[config.mk]
export PLATFORM = sky130hd
export DESIGN_NAME = psram_frame_writer
export DESIGN_NICKNAME = d
export VERILOG_FILES = /design/src/rtl/psram_frame_writer.sv
export SDC_FILE = /design/constraint.sdc
export NUM_CORES = 2
export LEC_CHECK = 0
export BUFFER_PORTS_ARGS = -buffer_cell sky130_fd_sc_hd__buf_2
export CAP_MARGIN = 20
export CORE_MARGIN = 4
export CORE_UTILIZATION = 35
export CTS_CLUSTER_DIAMETER = 120
export DETAILED_ROUTE_END_ITERATION = 7
export PLACE_DENSITY = 0.46
export SLEW_MARGIN = 0
export SYNTH_ARGS = -nofsm -noshare
export SYNTH_HDL_FRONTEND = slang
export SYNTH_SLANG_ARGS = --single-unit
export TNS_END_PERCENT = 5
[constraint.sdc]
create_clock -name clk -period 6.43 [get_ports clk]
set_input_delay 0.3215 -clock clk [delete_from_list [all_inputs] [get_ports clk]]
set_output_delay 0.3215 -clock clk [all_outputs]
set_load 0.01 [all_outputs]
[src/rtl/psram_frame_writer.sv]
// Packs an RGB332 byte stream into 16-bit words, buffers them and writes fixed-length
// bursts linearly into PSRAM. Optional test-pattern source: PSRAM_FRAME_WRITER_PATTERN_EN.
module psram_frame_writer #(
   parameter int FRAME_WORDS = 240000,
   parameter int BURST_LEN   = 128,
   parameter int FIFO_DEPTH  = 256
) (
   input  logic                          clk,
   input  logic                          reset_n,
   input  logic [7:0]                    in_data,
   input  logic                          in_valid,
   output logic                          in_ready,
`ifdef PSRAM_FRAME_WRITER_PATTERN_EN
   input  logic                          pattern_en,
`endif
   input  logic                          ctrlr_good,
   input  logic                          op_begun,
   input  logic                          data_ok,
   output logic                          req_access,
   output logic                          wr,
   output logic                          burst,
   output logic [22:0]                   addr,
   output logic [15:0]                   wr_data,
   output logic                          frame_done,
   output logic                          overflow,
   output logic [2:0]                    dbg_state,
   output logic [$clog2(FIFO_DEPTH):0]   dbg_fifo_count
);

   localparam int AW = $clog2(FIFO_DEPTH);
   localparam int BW = $clog2(BURST_LEN);

   typedef enum logic [2:0] {
      IDLE      = 3'd0,
      WAIT_FILL = 3'd1,
      REQ       = 3'd2,
      WAIT_OK   = 3'd3,
      BURST     = 3'd4,
      DONE      = 3'd5
   } state_t;

   state_t state, state_next;

   logic [15:0]   mem [FIFO_DEPTH];
   logic [AW-1:0] wr_ptr, rd_ptr;
   logic [AW:0]   count;
   logic          fifo_full;
   logic          push, wr_en, pop;
   logic [15:0]   push_data;

   logic          pending;
   logic [7:0]    low_byte;
   logic          byte_ok;
   logic          byte_push;

   logic [18:0]   addr_cnt;
   logic          addr_last;
   logic [BW-1:0] beat;

   assign fifo_full = (count == (AW+1)'(FIFO_DEPTH));
   assign byte_ok   = in_valid & in_ready;
   assign byte_push = byte_ok & pending;
   assign pop       = (state == BURST) & data_ok;
   assign wr_en     = push & ~fifo_full;
   assign addr_last = (addr_cnt == 19'(FRAME_WORDS - 1));

`ifdef PSRAM_FRAME_WRITER_PATTERN_EN
   logic [18:0] pattern_cnt;
   logic        pat_push;

   // The pattern source owns the FIFO input, so the byte port is held off meanwhile.
   assign in_ready  = ~pattern_en & ~(pending & fifo_full);
   assign pat_push  = pattern_en & ~fifo_full;
   assign push      = byte_push | pat_push;
   assign push_data = pat_push ? {pattern_cnt[7:0] + 8'd1, pattern_cnt[7:0]}
                               : {in_data, low_byte};

   always_ff @(posedge clk or negedge reset_n) begin
      if (!reset_n) begin
         pattern_cnt <= '0;
      end else if (pat_push) begin
         pattern_cnt <= (pattern_cnt == 19'(FRAME_WORDS - 1)) ? '0 : pattern_cnt + 19'd1;
      end
   end
`else
   assign in_ready  = ~(pending & fifo_full);
   assign push      = byte_push;
   assign push_data = {in_data, low_byte};
`endif

   always_ff @(posedge clk) begin
      if (wr_en) mem[wr_ptr] <= push_data;
   end

   always_ff @(posedge clk or negedge reset_n) begin
      if (!reset_n) begin
         wr_ptr   <= '0;
         rd_ptr   <= '0;
         count    <= '0;
         pending  <= 1'b0;
         low_byte <= '0;
         overflow <= 1'b0;
      end else begin
         if (wr_en) wr_ptr <= wr_ptr + AW'(1);
         if (pop)   rd_ptr <= rd_ptr + AW'(1);
         count <= count + (AW+1)'(wr_en) - (AW+1)'(pop);
         if (byte_ok) begin
            pending <= ~pending;
            if (!pending) low_byte <= in_data;
         end
         // Sticky: a completed word arrived with no room for it.
         if (push && fifo_full) overflow <= 1'b1;
      end
   end

   always_ff @(posedge clk or negedge reset_n) begin
      if (!reset_n) begin
         addr_cnt   <= '0;
         beat       <= '0;
         frame_done <= 1'b0;
      end else begin
         frame_done <= pop & addr_last;
         if (pop) addr_cnt <= addr_last ? '0 : addr_cnt + 19'd1;
         if (state == DONE) beat <= '0;
         else if (pop)      beat <= beat + BW'(1);
      end
   end

   always_ff @(posedge clk or negedge reset_n) begin
      if (!reset_n) state <= IDLE;
      else          state <= state_next;
   end

   always_comb begin
      state_next = state;
      req_access = 1'b0;
      wr         = 1'b0;
      burst      = 1'b0;
      case (state)
         IDLE: begin
            if (ctrlr_good) state_next = WAIT_FILL;
         end
         WAIT_FILL: begin
            if (count >= (AW+1)'(BURST_LEN)) state_next = REQ;
         end
         REQ: begin
            req_access = 1'b1;
            wr         = 1'b1;
            if (op_begun) state_next = WAIT_OK;
         end
         WAIT_OK: begin
            req_access = 1'b1;
            if (data_ok) state_next = BURST;
         end
         BURST: begin
            req_access = 1'b1;
            burst      = 1'b1;
            if (data_ok && beat == BW'(BURST_LEN - 1)) state_next = DONE;
         end
         DONE: begin
            state_next = ctrlr_good ? WAIT_FILL : IDLE;
         end
         default: state_next = IDLE;
      endcase
   end

   assign wr_data        = burst ? mem[rd_ptr] : 16'h0000;
   assign addr           = {4'b0000, addr_cnt};
   assign dbg_state      = state;
   assign dbg_fifo_count = count;

endmodule

==> results_dict.tcl <==
set metrics [dict create \
    grt_first_pass_wirelength_mm 721.1 \
    grt_use_total_pct 21.96 \
    max_stage_delay_ns 1.03 \
    drive_gt1_share_pct 26.24 \
    drtAntennaViolNets 0 \
    max-slew-margin-rel_pct 3.469 \
    crit_required_ns 6.11 \
    met3_usage_pct 3.700 \
    hold_class "in -> async" \
    gr-total-overflow 0 \
    grt.busiest_layer "met2" \
    critPathLaunchType "flop" \
    core_area_sq_um 460500 \
    cp_cell_sequence "buf_12 > buf_12 > mux4_2 > mux2i_1 > a32oi_1 > a21oi_1 > o311a_1 > o22ai_1 > buf_4 > buf_2" \
    end_kind "output port" \
    yosysSeqAreaShare_pct 76.96 \
    cp.arrival_ns 6.11 \
    worst_pin_slew_ns 1.448 \
    top_level_ports 71 \
    gr-usage-met1_pct 30.94 \
    worstSetupPathType "reg -> out" \
    synthFlopType "edfxtp_1" \
    cp_slowest_cell "dfrtp_4" \
    violations "setup timing" \
    synth.distinct_cells 91 \
    synth_mux_area_share_pct 14.69 \
    cts-buffers-inserted 449 \
    path_clk_slew_ns 0.06 \
    cpLargestDelayFamily "compound AO/OA/AOI/OAI gates" \
    synth-adder-area-share_pct 0.1669 \
    io_buffers 66 \
    wl_per_cell_um 35.38 \
    vias 84390 \
    clkSinkCount 4161 \
    vdd_drop_max_mv 0.3359 \
    utilization_pct 40.75 \
    rsz0062_at_grt "no" \
    htree_num_levels 5 \
    status "finished with violations" \
    die_height_um 688.2 \
    synth-edff-count 4096 \
    fp.dieW_um 688.2 \
    antenna_found_initial 42 \
    r2r_setup_slack_ns 1.83 \
    gp_congestion 0.8438 \
    gr-usage-met2_pct 34.91 \
    clock.fmax_mhz 155.4 \
    synth_area_sq_um 161900 \
    synth_top_family_by_area "multiplexers" \
    grt_pass1_vias 83300 \
    crit_top_cell "buf_12" \
    finalCritPeriodShare_pct 100.1 \
    dr.pass1.iters 6 \
    finClkSkew_ns 0.05663 \
    cp_num_buf_inv 4 \
    setup_violations 1 \
    max-cap-violations 0 \
    drv_slew 0 \
    reg2reg_to "mem[153][2]" \
    viasPerCell 5.640 \
    synth_xor_xnor_area_share_pct 0.2163 \
    synth-simple-area-share_pct 2.115 \
    start_util_pct 35.17 \
    cts_buffer_depth 4 \
    cts-root-buf "clkbuf_16" \
    synthArstFlopShare_pct 1.562 \
    synth_compound_area_share_pct 3.858 \
    r2r_cells 11 \
    insertion_delay_ns 1.01 \
    synth-seq-cells 4161 \
    hold_viol_final 0 \
    grt_max_degree 177 \
    cts_tree "yes" \
    dieArea_sq_um 473600 \
    reg2reg_from "dbg_fifo_count[2]" \
    syn_inst 7742 \
    fin_nets 8447 \
    areaGrowthSynthToFinish_pct 15.87 \
    route.detailed.drc 0 \
    timing.hold.ws_ns 0.06222 \
    fin_crit_ns 6.436 \
    post-dp-hpwl_mm 329.0 \
    yosysWarningCount 0 \
    syn_area_per_cell_sq_um 20.92 \
    drtIter0Drc 10200 \
    wl_mm 529.4 \
    cellPowerDensity_nw_per_um2 439.9 \
    postLayoutSetupSlackWorst_ns -0.005961 \
    rows 249 \
    power.leakage_nw 59.88 \
    critPathMaxFanout 25 \
]
area by class of cell:
| class | instances | area (sq um) |
|---|---|---|
| Antenna cell | 31 | 77.57 |
| Sequential cell | 4161 | 124700 |
| Clock buffer | 553 | 11750 |
| Timing Repair Buffer | 676 | 6332 |
| Fill cell | 40880 | 272800 |
| Inverter | 24 | 102.6 |
| Multi-Input combinational cell | 3100 | 34730 |
| Tap cell | 6149 | 7694 |
| Clock inverter | 269 | 2277 |
power breakdown:
part,internal [mW],switching [mW]
clock,14.1,10.8
sequential,31.1,0.772
combinational,8.87,16.9
cell families (layout without fill, tap and decap cells):
family	count (synthesis)	after routing
flops	4161	4161
mux	1387	1387
compound gates	876	876
simple gates	772	772
buf+inv	484	1522
xor+xnor	40	40
fa+ha+maj	21	21
other cells	1	35
worst register-to-register path: cells and delay by family (launching register included):
kind / cells / cell delay [ns]
DFF: 1 / 0.38
buffers and inverters: 4 / 0.85
and+or+nand+nor: 6 / 2.86
adders and majority gates: 1 / 0.19
worst max path at each step:
stage	start	end	slack, ns	depth (start not counted)
after floorplan	low_byte[0]	mem[0][0]	2.45	0
after global placement	rd_ptr[0]	wr_data[14]	0.32	9
after detailed placement	rd_ptr[0]	wr_data[13]	0.62	10
after global routing	rd_ptr[0]	wr_data[14]	0.009	9
after CTS	rd_ptr[0]	wr_data[9]	0.01	10
final	rd_ptr[0]	wr_data[9]	-0.006	10
layout by cell type (no fill, tap or decap), types with 27 or more instances in the layout:
master / n
bufinv_16: 29
edfxtp_1: 4096
buf_2: 58
nor2_2: 157
a221o_1: 27
nor3_1: 65
nand3_1: 39
clkinv_1: 98
dfrtp_1: 51
clkbuf_16: 454
buf_12: 57
buf_4: 485
buf_8: 40
a211oi_1: 32
o21ai_0: 88
mux4_1: 49
diode_2: 31
clkbuf_1: 97
o221ai_1: 127
clkinv_2: 101
a22oi_1: 93
a221oi_1: 56
nand2_1: 144
nor2_1: 209
mux2_2: 46
o22ai_1: 108
mux4_2: 724
mux2i_1: 568
a21oi_1: 179
stage by stage:
step	setup WS [ns]	power, mW	cell area, sq um	std cells	setup TNS (ns)
global placement	0.3160	58.07	172200	14030	0
CTS	0.01413	83.24	187400	14920	0
global route	0.009319	85.15	187600	14940	0
floorplan	2.446	46.79	161900	7745	0
detailed placement	0.6199	58.25	173200	14080	0
finish	-0.005961	82.55	187600	14960	-0.005961
cells in the mapped netlist, types with 73 or more instances:
| library cell | number | share of area, % |
|---|---|---|
| buf_2 | 101 | 0.31 |
| o22ai_1 | 108 | 0.42 |
| buf_6 | 73 | 0.51 |
| o221ai_1 | 127 | 0.69 |
| mux4_2 | 724 | 10 |
| clkbuf_1 | 155 | 0.36 |
| nor2_1 | 371 | 0.86 |
| edfxtp_1 | 4096 | 76 |
| o21ai_0 | 89 | 0.28 |
| nand2_1 | 164 | 0.38 |
| a21oi_1 | 180 | 0.56 |
| a22oi_1 | 93 | 0.43 |
| mux2i_1 | 568 | 3.5 |
sequential cells by signal, indices dropped and copies added (netlist names):
name,count
addr_cnt,19
overflow,1
wr_ptr,8
pending,1
frame_done,1
dbg_state,3
beat,7
rd_ptr,8
low_byte,8
dbg_fifo_count,9
mem,4096
per-layer routing:
layer	up-vias	part of all wire, %
met5	-	0.0064
met4	4	3.4
met3	711	7.0
met2	3384	47
met1	46400	43
li1	33900	-
what timing repair did:
action,4_1_cts,5_1_grt
endpoints found under the setup margin,3,0
gates resized for setup,2,0
hold buffers,15,0
hold endpoints to repair,553,0
buffers inserted,3,0
Note: power is estimated with default switching activity, not from simulation.
